### config.mk
export PLATFORM = sky130hd
export DESIGN_NAME = key_debounce_flat
export DESIGN_NICKNAME = d
export VERILOG_FILES = /design/src/rtl/key_debounce_if.sv /design/src/rtl/key_debounce.sv /design/src/flat_wrapper.sv
export SDC_FILE = /design/constraint.sdc
export NUM_CORES = 1
export LEC_CHECK = 0
export ABC_CLOCK_PERIOD_IN_PS = 3600
export BUFFER_PORTS_ARGS = -buffer_cell sky130_fd_sc_hd__buf_4
export CAP_MARGIN = 10
export CORE_ASPECT_RATIO = 1.4
export CORE_MARGIN = 3
export CORE_UTILIZATION = 42
export CTS_CLUSTER_SIZE = 14
export DETAILED_ROUTE_END_ITERATION = 7
export PLACE_DENSITY_LB_ADDON = 0.25
export SETUP_SLACK_MARGIN = 0.5
export SYNTH_ARGS = -nofsm -noshare
export SYNTH_HDL_FRONTEND = slang
export SYNTH_SLANG_ARGS = --single-unit
### constraint.sdc
create_clock -name clk -period 3.6 [get_ports clk]
set_input_delay 0.18 -clock clk [delete_from_list [all_inputs] [get_ports clk]]
set_output_delay 0.18 -clock clk [all_outputs]
set_load 0.02 [all_outputs]
### src/rtl/key_debounce_if.sv
// Push-button front-end bundle: raw button level in, debounced level and event pulses out.
// The debouncer uses the slave modport; whoever drives the button and consumes events uses master.
interface key_debounce_if;
  logic button_in;
  logic key_level;
  logic key_press;
  logic key_release;
  logic key_long;
  logic key_repeat;

  modport master (
    output button_in,
    input  key_level,
    input  key_press,
    input  key_release,
    input  key_long,
    input  key_repeat
  );

  modport slave (
    input  button_in,
    output key_level,
    output key_press,
    output key_release,
    output key_long,
    output key_repeat
  );
endinterface

### src/rtl/key_debounce.sv
// Debounces a raw push-button into a clean level plus press/release/long/repeat pulses.
// All outputs come straight from flops; press/release trail the raw edge by DEBOUNCE_CYCLES+2.
module key_debounce #(
  parameter int DEBOUNCE_CYCLES = 20,
  parameter int LONG_CYCLES     = 100,
  parameter int REPEAT_CYCLES   = 30,
  parameter bit REPEAT_EN       = 1'b1,
  parameter int CNT_W           = 32
) (
  input  logic          clk,
  input  logic          rst,
  key_debounce_if.slave kb
);

  typedef enum logic [2:0] {
    IDLE,
    DB_PRESS,
    PRESSED,
    LONG,
    DB_RELEASE
  } state_t;

  localparam logic [CNT_W-1:0] DB_LAST   = CNT_W'(DEBOUNCE_CYCLES - 1);
  localparam logic [CNT_W-1:0] LONG_LAST = CNT_W'(LONG_CYCLES - 1);
  localparam logic [CNT_W-1:0] REP_LAST  = CNT_W'(REPEAT_CYCLES - 1);
  localparam logic [CNT_W-1:0] CNT_ONE   = CNT_W'(1);

  state_t           state_q, state_d;
  logic             s1_q, s1_d;
  logic             s2_q, s2_d;
  logic [CNT_W-1:0] cnt_q, cnt_d;
  logic [CNT_W-1:0] hold_cnt_q, hold_cnt_d;
  logic [CNT_W-1:0] rep_cnt_q, rep_cnt_d;
  logic             long_seen_q, long_seen_d;
  logic             key_level_q, key_level_d;
  logic             key_press_q, key_press_d;
  logic             key_release_q, key_release_d;
  logic             key_long_q, key_long_d;
  logic             key_repeat_q, key_repeat_d;

  // The raw button is asynchronous; only s2 is ever looked at by the FSM.
  always_comb begin
    s1_d = kb.button_in;
    s2_d = s1_q;
  end

  always_comb begin
    state_d       = state_q;
    cnt_d         = cnt_q;
    hold_cnt_d    = hold_cnt_q;
    rep_cnt_d     = rep_cnt_q;
    long_seen_d   = long_seen_q;
    key_level_d   = key_level_q;
    key_press_d   = 1'b0;
    key_release_d = 1'b0;
    key_long_d    = 1'b0;
    key_repeat_d  = 1'b0;

    case (state_q)
      IDLE: begin
        if (s2_q) begin
          state_d = DB_PRESS;
          cnt_d   = '0;
        end
      end

      DB_PRESS: begin
        if (!s2_q) begin
          state_d = IDLE;
        end else if (cnt_q == DB_LAST) begin
          state_d     = PRESSED;
          key_press_d = 1'b1;
          key_level_d = 1'b1;
          hold_cnt_d  = '0;
          long_seen_d = 1'b0;
        end else begin
          cnt_d = cnt_q + CNT_ONE;
        end
      end

      PRESSED: begin
        if (!s2_q) begin
          state_d = DB_RELEASE;
          cnt_d   = '0;
        end else if (hold_cnt_q == LONG_LAST) begin
          state_d     = LONG;
          key_long_d  = 1'b1;
          long_seen_d = 1'b1;
          rep_cnt_d   = '0;
        end else begin
          hold_cnt_d = hold_cnt_q + CNT_ONE;
        end
      end

      LONG: begin
        if (!s2_q) begin
          state_d = DB_RELEASE;
          cnt_d   = '0;
        end else if (rep_cnt_q == REP_LAST) begin
          key_repeat_d = REPEAT_EN;
          rep_cnt_d    = '0;
        end else begin
          rep_cnt_d = rep_cnt_q + CNT_ONE;
        end
      end

      DB_RELEASE: begin
        // A release bounce resumes the hold where it left off, so no counter is touched.
        if (s2_q) begin
          state_d = long_seen_q ? LONG : PRESSED;
        end else if (cnt_q == DB_LAST) begin
          state_d       = IDLE;
          key_release_d = 1'b1;
          key_level_d   = 1'b0;
        end else begin
          cnt_d = cnt_q + CNT_ONE;
        end
      end

      default: begin
        state_d = IDLE;
      end
    endcase
  end

  always_ff @(posedge clk or posedge rst) begin
    if (rst) begin
      state_q       <= IDLE;
      s1_q          <= 1'b0;
      s2_q          <= 1'b0;
      cnt_q         <= '0;
      hold_cnt_q    <= '0;
      rep_cnt_q     <= '0;
      long_seen_q   <= 1'b0;
      key_level_q   <= 1'b0;
      key_press_q   <= 1'b0;
      key_release_q <= 1'b0;
      key_long_q    <= 1'b0;
      key_repeat_q  <= 1'b0;
    end else begin
      state_q       <= state_d;
      s1_q          <= s1_d;
      s2_q          <= s2_d;
      cnt_q         <= cnt_d;
      hold_cnt_q    <= hold_cnt_d;
      rep_cnt_q     <= rep_cnt_d;
      long_seen_q   <= long_seen_d;
      key_level_q   <= key_level_d;
      key_press_q   <= key_press_d;
      key_release_q <= key_release_d;
      key_long_q    <= key_long_d;
      key_repeat_q  <= key_repeat_d;
    end
  end

  assign kb.key_level   = key_level_q;
  assign kb.key_press   = key_press_q;
  assign kb.key_release = key_release_q;
  assign kb.key_long    = key_long_q;
  assign kb.key_repeat  = key_repeat_q;

endmodule

### src/flat_wrapper.sv
// flat-port wrapper written by rule: the top's interface ports become plain ports
module key_debounce_flat 
#(
  parameter int DEBOUNCE_CYCLES = 20,
  parameter int LONG_CYCLES     = 100,
  parameter int REPEAT_CYCLES   = 30,
  parameter bit REPEAT_EN       = 1'b1,
  parameter int CNT_W           = 32
)
  (clk, rst, kb_button_in, kb_key_level, kb_key_press, kb_key_release, kb_key_long, kb_key_repeat);
  key_debounce_if kb_i ();
  input  logic clk;
  input  logic rst;
  input wire logic [$bits(kb_i.button_in)-1:0] kb_button_in;
  output wire logic [$bits(kb_i.key_level)-1:0] kb_key_level;
  output wire logic [$bits(kb_i.key_press)-1:0] kb_key_press;
  output wire logic [$bits(kb_i.key_release)-1:0] kb_key_release;
  output wire logic [$bits(kb_i.key_long)-1:0] kb_key_long;
  output wire logic [$bits(kb_i.key_repeat)-1:0] kb_key_repeat;
  assign kb_i.button_in = kb_button_in;
  assign kb_key_level = kb_i.key_level;
  assign kb_key_press = kb_i.key_press;
  assign kb_key_release = kb_i.key_release;
  assign kb_key_long = kb_i.key_long;
  assign kb_key_repeat = kb_i.key_repeat;
  key_debounce #(.DEBOUNCE_CYCLES(DEBOUNCE_CYCLES), .LONG_CYCLES(LONG_CYCLES), .REPEAT_CYCLES(REPEAT_CYCLES), .REPEAT_EN(REPEAT_EN), .CNT_W(CNT_W)) u_core (.clk(clk), .rst(rst), .kb(kb_i));
endmodule
==> results by group <==
Placement
  • Gpl congestion: approximately 0.83
  • # placed instances: between 900 and 1000
  • DP HPWL: between 10000 and 15000 µm
  • DP Area: roughly 6700 µm²
  • Placement Setup Slack: ~900 ps
  • Number of buffers added on ports: 7

STA
  • Final Setup Violations: 0
  • Unrepaired setup endpoints after global routing: false
  • Slew Viols, Final: 0
  • Setup ws final: 841 ps
  • Tmin final: roughly 2800 ps
  • Worst Max-Slew Pin Slew: 894 ps
  • Final hold violations: 0
  • Fmax: 362 MHz
  • Clock Skew: about 13 ps
  • Fin Setup TNS: 0 ps
  • Final period util: 76.6%
  • Max-slew headroom: between 40% and 50%

Synth
  • Cell count after synthesis: about 740
  • Post-Syn Area: between 6000 and 7000 µm²
  • Post-Syn Nets: roughly 750
  • FFs w/ async S/R, synth: 100%
  • Synth area leader: dfrtp_1
  • Post-synth top cells: dfrtp_1 (107), nand2_1 (70), nand3_1 (58), a21oi_1 (44)
  • Synth warn: 0
  • Seq cells post-synth: about 110
  • Post-Syn Area per Cell: ~8.7 µm²
  • Most common cell in the netlist: dfrtp_1
  • Largest cells by area after synthesis: dfrtp_1 (41%), nand3_1 (4.5%), nand2_1 (4.0%), or4_1 (3.6%), nor4_1 (3.5%)
  • Top cell type's share of synthesized area: approximately two fifths
  • Cell variety after synth: 64
  • Post-synth EDFFs: 0
  • Post-synthesis sequential area ratio: 41.1%
  • Main synth FF type: dfrtp_1

Drt
  • DRC Markers: 0
  • DR iter-0 viols: roughly 500
  • Drt pass-1 iters: 6
  • Wirelength per Cell: 17.5 µm
  • Antenna viol nets, final: 0
  • Routed via count: between 5000 and 6000
  • Final WL: between 15000 and 20000 µm
  • Vias per inst: 6.46

Clock network
  • Resized Gates After CTS: 0
  • Setup bufs post-CTS: 0
  • Worst-Skew Late Latency: around 360 ps
  • Clk slew on worst S/H paths: 70 ps
  • CTS Buffer Depth: 2
  • H-tree depth: 3
  • CTS Sinks: 107
  • CTS Buf Count: 9
  • CTS root buffer: clkbuf_16
  • CTS tree: built

Power
  • P_leak: ~2.7 nW
  • Peak VDD IR: 0.214 mV
  • Power density over the cells: 326 nW/µm²

Worst setup path
  • Crit path arrival time: slightly below 3000 ps
  • Max incr delay on CP: ~610 ps
  • Critical-path cell with the highest stage delay: or3_1
  • CP Cell Sequence: nor4b_1, nand4_2, or3_1, nand2_1, a31oi_1
  • Worst Path Max Fanout: 16
  • Flop-to-flop setup slack: 840 ps
  • RR Startpoint: u_core.cnt_q[2]
  • Endpoint class of the critical path: flip-flop
  • WS Path Type: flip-flop to flip-flop
  • Reg2reg end: u_core.hold_cnt_q[13]
  • Bufs and invs on worst path: 0
  • Reg2Reg Depth: 5
  • CP Launch Type: flip-flop
  • Worst EP required: 3810 ps
  • Top delay family on crit path: simple AND/OR/NAND/NOR gates

Finish
  • Filler-free cell count of the finished design: a little over 900
  • Area grow syn2layout: 8.04%
  • Finished Cell Area: 7030 µm²
  • Layout Nets: about 740
  • Final design utilization: a little under half
  • Layout cells sized above 1: 7.78%
  • Diodes inserted: 0

Global routing
  • GRT overflow: 0
  • Vias in the first global route: between 5000 and 6000
  • First-pass GRT wire length: between 20000 and 30000 µm
  • Gr usage total: between 10% and 20%
  • Largest net degree at the start of global routing: 59
  • Initial antenna violation count: 0

Die
  • Num ports: 8
  • Area of the core: between 15000 and 20000 µm²
  • Starting density of the core: 43.0%
  • Die Y: around 150 µm
  • Die W: approximately 110 µm
  • Die area: approximately 17000 µm²
  • Row count: 53

Min path
  • Hold Crit Depth: 0
  • Hold Path Class: flip-flop to flip-flop
  • Hold Crit Endpoint: u_core.s2_q
  • Worst hold path startpoint: u_core.s1_q

Flow run
  • Max Cap Viol: 0

Run status
  • Run status: complete, no violations
==> cells by family (layout without fill, tap and decap cells) <==
family	count (synthesis)	in the layout	share of synthesized area, %
AND/OR/NAND/NOR	346	346	30.8
multiplexers	18	18	2.77
XOR/XNOR	1	1	0.135
AO/OA/AOI/OAI	190	190	19.5
buffers and inverters	78	67	4.90
flip-flops	107	107	41.1
adder cells (fa/ha/maj)	4	4	0.769
==> metrics by stage <==
step	power [W]	hold slack, ps
finish	0.00229	367
global route	0.00238	380
CTS	0.00233	371
detailed placement	0.00131	291
global placement	0.00131	291
floorplan	0.00129	211
==> layout make-up <==
| type | instances | area (µm²) |
|---|---|---|
| Clock buffer | 10 | 229 |
| Clock inverter | 6 | 63.8 |
| Fill cell | 1435 | 8090 |
| Inverter | 27 | 104 |
| Multi-Input combinational cell | 559 | 3530 |
| Sequential cell | 107 | 2680 |
| Tap cell | 192 | 240 |
| Timing Repair Buffer | 24 | 185 |
==> layer usage <==
metal | vias up | routed length, µm | global-route usage [%]
li1 | 2856 | - | -
met1 | 2959 | 7150 | 24.6
met2 | 145 | 8250 | 32.5
met3 | 18 | 586 | 3.01
met4 | 0 | 235 | 6.84
met5 | - | 0 | 0
==> where the power goes <==
group	total, W	switching [W]	internal [W]
Sequential	0.00121	0.00000811	0.00121
Clock	0.00101	0.000466	0.000540
Combinational	0.0000744	0.0000571	0.0000172
==> state kept, by name, summed over array words and instances (netlist names) <==
name                   count
u_core.hold_cnt_q         32
u_core.s2_q                1
u_core.s1_q                1
u_core.kb.key_repeat       1
u_core.state_q             3
u_core.kb.key_press        1
u_core.rep_cnt_q          32
u_core.kb.key_release      1
u_core.cnt_q              32
u_core.long_seen_q         1
u_core.kb.key_long         1
u_core.kb.key_level        1
==> worst max path at each step <==
stage                                from                     to  slack, ps  depth (start not counted)
after global routing      u_core.cnt_q[2]   u_core.hold_cnt_q[7]        590                          5
after global placement    u_core.cnt_q[2]  u_core.hold_cnt_q[13]       1010                          5
final                     u_core.cnt_q[2]  u_core.hold_cnt_q[13]        840                          5
after detailed placement  u_core.cnt_q[2]   u_core.hold_cnt_q[6]        880                          5
after CTS                 u_core.cnt_q[2]   u_core.hold_cnt_q[6]        860                          5
after floorplan                       rst        u_core.cnt_q[0]        600                          1
==> timing repair <==
action / 4_1_cts / 5_1_grt
hold buffers: 2 / 0
setup endpoints to repair: 0 / 0
endpoints found under the hold margin: 45 / 0
==> layout by cell type (no fill, tap or decap), types with 9 or more instances in the layout <==
master | netlist | routed
nand2_1 | 70 | 70
a21oi_1 | 44 | 42
nor3_1 | 19 | 19
and3_1 | 18 | 18
mux2i_1 | 18 | 18
and4_1 | 12 | 12
inv_1 | 27 | 26
buf_4 | 1 | 22
o21ai_0 | 34 | 34
or4_1 | 31 | 31
o211ai_1 | 13 | 13
a211oi_1 | 19 | 18
clkbuf_16 | 0 | 9
nand4_1 | 30 | 30
o31ai_1 | 19 | 19
nor2_1 | 21 | 21
nand3_1 | 58 | 58
dfrtp_1 | 107 | 107
nor4_1 | 36 | 36
a31oi_1 | 18 | 18
and2_1 | 9 | 9
(Power assumes the default switching activity.)
